## src/rtl/descrack_result_collector_if.sv

```systemverilog
// descrack_result_collector_if: stream input and host readback bundle for the result collector
interface descrack_result_collector_if;
  logic        fsl_rst_i;
  logic [31:0] fsl_data_i;
  logic        fsl_valid_i;
  logic        rd_en;
  logic [63:0] rd_data;
  logic        rd_valid;
  logic [8:0]  count;
  logic        overflow;
  logic [15:0] drop_cnt;
  logic        clr_stat;
  logic [31:0] rd_ts;
  modport master (
    output fsl_rst_i, fsl_data_i, fsl_valid_i, rd_en, clr_stat,
    input  rd_data, rd_valid, count, overflow, drop_cnt, rd_ts
  );
  modport slave (
    input  fsl_rst_i, fsl_data_i, fsl_valid_i, rd_en, clr_stat,
    output rd_data, rd_valid, count, overflow, drop_cnt, rd_ts
  );
endinterface

```

## src/rtl/descrack_result_collector.sv

```systemverilog
// descrack_result_collector: parses 3-word key-hit packets into a first-word-fall-through FIFO.
// Define DESCRACK_RESULT_TIMESTAMP_EN to store a header-time cycle stamp with each entry.
module descrack_result_collector #(
  parameter int         DEPTH   = 16,
  parameter logic [7:0] HDR_TAG = 8'hA5
) (
  input logic clk,
  input logic rst_n,
  descrack_result_collector_if.slave bus
);
  localparam int AW = $clog2(DEPTH);
  typedef enum logic [1:0] {IDLE, KEY_HI, KEY_LO} state_t;
  state_t      r_state, w_next;
  logic        w_acc, w_hdr, w_junk, w_hi, w_lo;
  logic [7:0]  r_core;
  logic [23:0] r_key_hi;
  logic        r_push;
  logic [63:0] r_entry;
  logic [63:0] r_mem [DEPTH];
  logic [AW-1:0] r_rd_ptr, r_wr_ptr;
  logic [8:0]  r_count;
  logic [63:0] r_rd_data;
  logic        r_ovf;
  logic [15:0] r_drop;
  logic        w_full, w_pop, w_wr, w_ovf, w_head_ld, w_head_mem;
  logic [16:0] w_drop_sum;

  always_ff @(posedge clk or negedge rst_n)
    if (!rst_n) r_state <= IDLE;
    else r_state <= w_next;

  always_comb
    w_next = bus.fsl_rst_i ? IDLE :
             !bus.fsl_valid_i ? r_state :
             r_state == IDLE ? (bus.fsl_data_i[31:24] == HDR_TAG ? KEY_HI : IDLE) :
             r_state == KEY_HI ? KEY_LO : IDLE;

  always_comb begin
    w_acc  = bus.fsl_valid_i && !bus.fsl_rst_i;
    w_hdr  = w_acc && r_state == IDLE && bus.fsl_data_i[31:24] == HDR_TAG;
    w_junk = w_acc && r_state == IDLE && bus.fsl_data_i[31:24] != HDR_TAG;
    w_hi   = w_acc && r_state == KEY_HI;
    w_lo   = w_acc && r_state == KEY_LO;
  end

  // The completed entry is staged one cycle, so the push lands on the edge after the last word.
  always_ff @(posedge clk or negedge rst_n)
    if (!rst_n) begin
      r_core   <= '0;
      r_key_hi <= '0;
      r_entry  <= '0;
      r_push   <= 1'b0;
    end else begin
      if (w_hdr) r_core <= bus.fsl_data_i[23:16];
      if (w_hi) r_key_hi <= bus.fsl_data_i[23:0];
      if (w_lo) r_entry <= {r_core, r_key_hi, bus.fsl_data_i};
      r_push <= w_lo;
    end

  always_comb begin
    w_full     = r_count == 9'(DEPTH);
    w_pop      = bus.rd_en && r_count != '0;
    w_wr       = r_push && (!w_full || w_pop);
    w_ovf      = r_push && w_full && !w_pop;
    w_head_mem = w_pop && r_count > 9'd1;
    w_head_ld  = w_head_mem || (w_wr && (w_pop || r_count == '0));
    w_drop_sum = {1'b0, r_drop} + 17'(w_junk) + 17'(w_ovf);
  end

  always_ff @(posedge clk)
    if (w_wr) r_mem[r_wr_ptr] <= r_entry;

  // rd_data is a registered head copy so it resets to 0 and holds once the FIFO drains.
  always_ff @(posedge clk or negedge rst_n)
    if (!rst_n) begin
      r_wr_ptr  <= '0;
      r_rd_ptr  <= '0;
      r_count   <= '0;
      r_rd_data <= '0;
      r_ovf     <= 1'b0;
      r_drop    <= '0;
    end else begin
      if (w_wr) r_wr_ptr <= r_wr_ptr + AW'(1);
      if (w_pop) r_rd_ptr <= r_rd_ptr + AW'(1);
      r_count <= r_count + 9'(w_wr) - 9'(w_pop);
      if (w_head_ld) r_rd_data <= w_head_mem ? r_mem[r_rd_ptr + AW'(1)] : r_entry;
      r_ovf  <= !bus.clr_stat && (r_ovf || w_ovf);
      r_drop <= bus.clr_stat ? '0 : w_drop_sum[16] ? 16'hFFFF : w_drop_sum[15:0];
    end

  assign bus.rd_data  = r_rd_data;
  assign bus.rd_valid = r_count != '0;
  assign bus.count    = r_count;
  assign bus.overflow = r_ovf;
  assign bus.drop_cnt = r_drop;

`ifdef DESCRACK_RESULT_TIMESTAMP_EN
  logic [31:0] r_cyc, r_ts_hdr, r_ts_entry, r_rd_ts;
  logic [31:0] r_ts_mem [DEPTH];

  always_ff @(posedge clk or negedge rst_n)
    if (!rst_n) begin
      r_cyc      <= '0;
      r_ts_hdr   <= '0;
      r_ts_entry <= '0;
      r_rd_ts    <= '0;
    end else begin
      r_cyc <= r_cyc + 32'd1;
      if (w_hdr) r_ts_hdr <= r_cyc;
      if (w_lo) r_ts_entry <= r_ts_hdr;
      if (w_head_ld) r_rd_ts <= w_head_mem ? r_ts_mem[r_rd_ptr + AW'(1)] : r_ts_entry;
    end

  always_ff @(posedge clk)
    if (w_wr) r_ts_mem[r_wr_ptr] <= r_ts_entry;

  assign bus.rd_ts = r_rd_ts;
`else
  assign bus.rd_ts = '0;
`endif
endmodule

```

## src/flat_wrapper.sv

```systemverilog
// flat-port wrapper written by rule: the top's interface ports become plain ports
module descrack_result_collector_flat 
#(
  parameter int         DEPTH   = 16,
  parameter logic [7:0] HDR_TAG = 8'hA5
)
  (clk, rst_n, bus_fsl_rst_i, bus_fsl_data_i, bus_fsl_valid_i, bus_rd_en, bus_clr_stat, bus_rd_data, bus_rd_valid, bus_count, bus_overflow, bus_drop_cnt, bus_rd_ts);
  descrack_result_collector_if bus_i ();
  input logic clk;
  input logic rst_n;
  input wire logic [$bits(bus_i.fsl_rst_i)-1:0] bus_fsl_rst_i;
  input wire logic [$bits(bus_i.fsl_data_i)-1:0] bus_fsl_data_i;
  input wire logic [$bits(bus_i.fsl_valid_i)-1:0] bus_fsl_valid_i;
  input wire logic [$bits(bus_i.rd_en)-1:0] bus_rd_en;
  input wire logic [$bits(bus_i.clr_stat)-1:0] bus_clr_stat;
  output wire logic [$bits(bus_i.rd_data)-1:0] bus_rd_data;
  output wire logic [$bits(bus_i.rd_valid)-1:0] bus_rd_valid;
  output wire logic [$bits(bus_i.count)-1:0] bus_count;
  output wire logic [$bits(bus_i.overflow)-1:0] bus_overflow;
  output wire logic [$bits(bus_i.drop_cnt)-1:0] bus_drop_cnt;
  output wire logic [$bits(bus_i.rd_ts)-1:0] bus_rd_ts;
  assign bus_i.fsl_rst_i = bus_fsl_rst_i;
  assign bus_i.fsl_data_i = bus_fsl_data_i;
  assign bus_i.fsl_valid_i = bus_fsl_valid_i;
  assign bus_i.rd_en = bus_rd_en;
  assign bus_i.clr_stat = bus_clr_stat;
  assign bus_rd_data = bus_i.rd_data;
  assign bus_rd_valid = bus_i.rd_valid;
  assign bus_count = bus_i.count;
  assign bus_overflow = bus_i.overflow;
  assign bus_drop_cnt = bus_i.drop_cnt;
  assign bus_rd_ts = bus_i.rd_ts;
  descrack_result_collector #(.DEPTH(DEPTH), .HDR_TAG(HDR_TAG)) u_core (.clk(clk), .rst_n(rst_n), .bus(bus_i));
endmodule
```

## config.mk

```make
export PLATFORM = sky130hd
export DESIGN_NAME = descrack_result_collector_flat
export DESIGN_NICKNAME = d
export VERILOG_FILES = /design/src/rtl/descrack_result_collector_if.sv /design/src/rtl/descrack_result_collector.sv /design/src/flat_wrapper.sv
export SDC_FILE = /design/constraint.sdc
export NUM_CORES = 1
export LEC_CHECK = 0
export BUFFER_PORTS_ARGS = -buffer_cell sky130_fd_sc_hd__buf_2
export CAP_MARGIN = 15
export CELL_PAD_IN_SITES_DETAIL_PLACEMENT = 0
export CELL_PAD_IN_SITES_GLOBAL_PLACEMENT = 1
export CORE_ASPECT_RATIO = 0.7
export CORE_MARGIN = 10
export CORE_UTILIZATION = 50
export DETAILED_ROUTE_END_ITERATION = 12
export GPL_TIMING_DRIVEN = 0
export PLACE_DENSITY = 0.77
export SKIP_CTS_REPAIR_TIMING = 1
export SLEW_MARGIN = 20
export SYNTH_ARGS = -nofsm -noshare
export SYNTH_HDL_FRONTEND = slang
export SYNTH_SLANG_ARGS = --single-unit
```

## constraint.sdc

```tcl
create_clock -name clk -period 8.1 [get_ports clk]
set_input_delay 0.405 -clock clk [delete_from_list [all_inputs] [get_ports clk]]
set_output_delay 0.405 -clock clk [all_outputs]
set_load 0.005 [all_outputs]
```

Word level (Yosys, flattened, before mapping)
Memories as Yosys holds them, arrays and structs flattened.
Cells that the tools add are included.
- $add $sub $neg: 6
- order comparisons: 1
- eq/ne operators: 5
- mux-type cells: 10
- reduce and logical (&&, ||, !) cells: 25
- operators with widths (operator ; number):
    $mux 64 ; 1
    $mux 16 ; 2
    $add 16x1->17 ; 1
    $add 17x1->17 ; 1
    $logic_and 1x1->1 ; 13
    $add 9x1->9 ; 1
    $eq 9x5->1 const B ; 1
    $gt 9x1->1 const B ; 1
    $logic_not 9->1 ; 1
    $reduce_bool 9->1 ; 1
    $sub 9x1->9 ; 1
    $add 4x1->4 const B ; 2
    $eq 8x8->1 const B ; 1
    $mux 2 ; 4
    $ne 8x8->1 const B ; 1
    $logic_not 1->1 ; 4
    $logic_or 1x1->1 ; 4
    $mux 1 ; 3
    $eq 2x1->1 const B ; 1
    $eq 2x2->1 const B ; 1
    $logic_not 2->1 ; 1
    $reduce_bool 2->1 ; 1
- register bits: 197
- bits in writable memories: 1024
- input port bits: 38
- word-level logic and storage cells: 59
- memories: 1
- memories (name ; depth ; bits a word ; read ports ; clocked after Yosys merged registers in ; write ports ; RTL line ; source):
    u_core.r_mem ; 16 ; 64 ; 1 ; 0 ; 1 ; descrack_result_collector.sv:19 ; logic [63:0] r_mem [DEPTH];

Depth between registers and ports, before layout
- word-level depth: 8
- mapped depth: 14
- gate-level depth less buffers: 14

Worst setup path after synthesis
Ideal clock, no wire load.
- path kind: reg2reg
- start point: reg u_core.r_count[6] (netlist: u_core.bus.count[6])
- end point: mem u_core.r_mem[3][0], enable pin
- setup time: 564 ps
- arrival: 5902 ps
- setup slack: 1634 ps
- cell stages (with the launch flop): 9
- path buffers: 1
- period minus slack after synthesis: 6466 ps
- cell sequence: dfrtp_1 inv_1 ha_1 and4bb_1 o2111a_1 nor2b_1 clkbuf_1 nand2_1 nor3_1
- longest elaborated chain between the ends: 6
- elaborated cells between the ends (all ways): 8
- RTL lines (what ; RTL line ; source):
    start: declaration ; descrack_result_collector.sv:21 ; logic [8:0] r_count;
    start signal: assignment ; descrack_result_collector.sv:85 ; r_count <= r_count + 9'(w_wr) - 9'(w_pop);
    $eq 9x5->1 / $reduce_bool 9->1 (equally long branches) ; descrack_result_collector.sv:61, descrack_result_collector.sv:62 ;
    $logic_not 1->1 / $logic_and 1x1->1 (equally long branches) ; descrack_result_collector.sv:63, descrack_result_collector.sv:62 ;
    $logic_or 1x1->1 (*) ; descrack_result_collector.sv:63 ; w_wr = r_push && (!w_full || w_pop);
    $logic_and 1x1->1 (*) ; descrack_result_collector.sv:63 ;
    $mux 1 (*) ; descrack_result_collector.sv:71 ; if (w_wr) r_mem[r_wr_ptr] <= r_entry;
    $mux 1 (implied by the code) (*) ; descrack_result_collector.sv:71 ;
    end: declaration ; descrack_result_collector.sv:19 ;
Mark *: on every way between the ends. The rest lies on a longest branch, timed or not.

Worst setup path in the final report
- start point: reg u_core.r_count[6] (netlist: u_core.bus.count[6])
- end point: mem u_core.r_mem[3][30], enable pin
The elaborated chain is that of the path after synthesis.

==> impl_metrics.ini <==
[global_routing]
grt_pass1_vias = 24300
grt_pass1_wl_um = 166000
grt_max_degree = 93
grt-ovfl-total = 0
grt_use_total = 0.209
antenna_found_initial = 3

[worst_setup_path]
slowest_stage = nor3_2
cp_cell_sequence = inv_1 -> ha_1 -> and4bb_1 -> o2111a_1 -> nor2b_1 -> clkbuf_1 -> nand2_1 -> nor3_2 -> buf_6 -> buf_4 -> buf_6 -> buf_4 -> buf_6
r2r_slack_ps = 4210
reg2reg_to = u_core.r_mem[3][30]
timing.rr.start = u_core.bus.count[6]
endpoint_kind = flop
cp_data_required_time_ps = 8520
critPathMaxFanout = 9
crit_top_cell = buf_6
worstSetupPathType = reg2reg
cp.arrival_ps = 4310
r2r_cells = 13
start_kind = flop
cpPeakStageDelay_ps = 750

[route]
dr_total_vias = 23400
vias_per_cell = 6.01
wl_per_cell_um = 28.8
detail-route-antenna-nets = 0
post-route-drc-count = 0
drt-total-wl_um = 112000
drtIter0Drc = 2531
firstDrtPassIters = 7

[synth]
synth_cell_type_count = 50
synth_fa_ha_area_frac = 0.00696
synthSimpleGateAreaFrac = 0.0102
synth_compound_area_frac = 0.0272
synthCells = 2176
netlist_area_sq_um = 47100
yosysTopAreaCellShare = 0.652
synth_area_leaders = edfxtp_1, mux4_2, dfrtp_1
synthArstFlopShare = 0.161
syn_avg_cell_area_sq_um = 21.7
synth_mux_area_frac = 0.173
synth_top_family_by_area = multiplexers
ys_seq_area_frac = 0.757
synth-main-ff-cell = edfxtp_1
synth_enable_flop_cells = 1024
yosys.area.top_type = edfxtp_1
synth.yosys.warnings = 0
synth_xor_area_frac = 0.00446
ys_seq_elements = 1221

[timing]
setup_viol = 0
worst_slack_ps = 4210
drv_slew = 0
worst_slew_pin_slew_ps = 956
finClkSkew_ps = 26.7
rsz0062_at_grt = no
min_period_ps = 3890
tns_ps = 0
whs_ps = 16.3
slew_headroom = 0.363
fin_crit_sh = 0.480
fmax_mhz = 257
final-hold-violation-count = 0

[final_layout]
fillCellCount = 6617
fin_nets = 2613
layout-drive-gt1-share = 0.325
area_growth_pct = 16.6
stdcell_count = 3896

[die]
die_area_sq_um = 107000
start_util = 0.503
chipWidth_um = 387
io_pins = 161
core_sq_um = 93700
die_h_um = 277
row_count = 94

[clock_network]
cts_tree = yes
cts_buffer_depth = 3
cts_sinks = 1221
clk_pin_slew_ps = 60
clk_latency_ps = 710
root_buffer = clkbuf_16
cts_buffers = 110
htree_levels = 3

[placed_design]
numPortBuffers = 127
placed_cells = 3676
pre_cts_ws_ps = 4280
dp_hpwl_um = 75300
gp_congestion = 0.796

[power_and_ir_drop]
leakage_uw = 0.0170
p_per_area_nw_per_um2 = 304
ir_worst_vdd_mv = 0.216

[worst_hold_path]
worstHoldStart = bus_fsl_data_i[12]
min_path_cells = 2
hold_class = in2reg
whs_endpoint = u_core.r_entry[12]

[job]
cap_violations = 0

[run_status]
status = finished, final reports clean
-- cell type report --
type	instances	area (sq um)	share of cell area
diodes	2	5.00	0.0000911
repair buffers	231	2330	0.0424
well taps	1248	1560	0.0284
clock buffers	151	3100	0.0564
multi-input cells	820	10700	0.195
clock inverters	57	597	0.0109
plain buffers	144	916	0.0167
flip-flops and latches	1221	35700	0.649
inverters	22	82.6	0.00150
-- sequential cells by signal, indices dropped and copies added, names as in the netlist, 4 cells and up --
| name | count |
|---|---|
| u_core.r_rd_ptr | 4 |
| u_core.r_core | 8 |
| u_core.bus.drop_cnt | 16 |
| u_core.r_entry | 64 |
| u_core.bus.rd_data | 64 |
| u_core.r_key_hi | 24 |
| u_core.bus.count | 9 |
| u_core.r_wr_ptr | 4 |
| u_core.r_mem | 1024 |
-- metal layers --
layer | part of all wire | vias up | track usage
li1 | - | 9738 | -
met1 | 0.42 | 12500 | 0.297
met2 | 0.47 | 993 | 0.323
met3 | 0.092 | 156 | 0.0530
met4 | 0.020 | 0 | 0.0524
met5 | 0 | - | 0
-- synthesized netlist by cell type, drive strengths merged, types with 2 or more instances --
library cell / count
edfxtp: 1024
mux4: 256
dfrtp: 197
mux2i: 129
buf: 107
mux2: 97
o22ai: 65
a221o: 64
clkbuf: 37
nor2: 27
ha: 23
inv: 22
a21oi: 21
xnor2: 16
nand2: 15
nand3: 8
nor3: 8
xor2: 8
nand2b: 6
a31oi: 4
nand4: 4
nor2b: 4
and3: 3
nor3b: 3
o21ai: 3
and2: 2
fa: 2
nand3b: 2
or2: 2
or4bb: 2
-- worst max-delay path by stage --
stage	slack (ps)	endpoint	startpoint
2_1_floorplan	1630	u_core.r_mem[3][0]	u_core.bus.count[6]
3_3_place_gp	-3400	u_core.r_mem[3][34]	u_core.bus.count[6]
3_5_place_dp	4280	u_core.r_mem[3][34]	u_core.bus.count[6]
4_1_cts	4230	u_core.r_mem[3][29]	u_core.bus.count[6]
5_1_grt	3990	u_core.r_mem[3][32]	u_core.bus.count[6]
6_report	4210	u_core.r_mem[3][30]	u_core.bus.count[6]
-- through the flow --
stage	area, sq um	util	power, uW
finish	55000	0.586	16700
global route	55000	0.586	17400
CTS	54900	0.585	16900
detailed placement	51200	0.546	11600
global placement	49400	0.527	11500
floorplan	47200	-	10100
-- worst max-delay path, delay by kind of cell, from the launching register on --
family,cells,cell delay (ps)
DFF,1,370
and+or+nand+nor,4,1420
adders and majority gates,1,220
buffers and inverters,7,1420
AOI/OAI and AO/OA,1,160
-- cell families after synthesis --
group | Yosys count
flops | 1221
mux | 482
compound gates | 167
buf+inv | 166
simple gates | 90
fa+ha+maj | 25
xor+xnor | 24
other cells | 1
-- where the power goes --
group / internal (uW) / switching (uW)
clock network: 3030 / 2260
registers: 6920 / 129
logic: 1790 / 2570
total: 11700 / 4960
-- layout by cell type (no fill, tap or decap), types with 11 or more instances in the layout --
cell type / count
edfxtp_1: 1024
mux4_2: 256
dfrtp_1: 197
buf_2: 158
mux2i_1: 129
clkbuf_16: 112
mux2_2: 97
buf_4: 68
o22ai_1: 64
a221o_1: 64
clkbuf_1: 60
buf_6: 39
conb_1: 32
buf_16: 27
ha_1: 23
inv_1: 21
a21oi_1: 21
buf_12: 21
clkinv_1: 18
xnor2_1: 16
nor2_1: 15
nand2_1: 15
clkbuf_8: 15
clkinv_2: 13
nor2_4: 12
buf_1: 11
bufinv_16: 11
No activity file was read; power rests on OpenSTA's default activity.
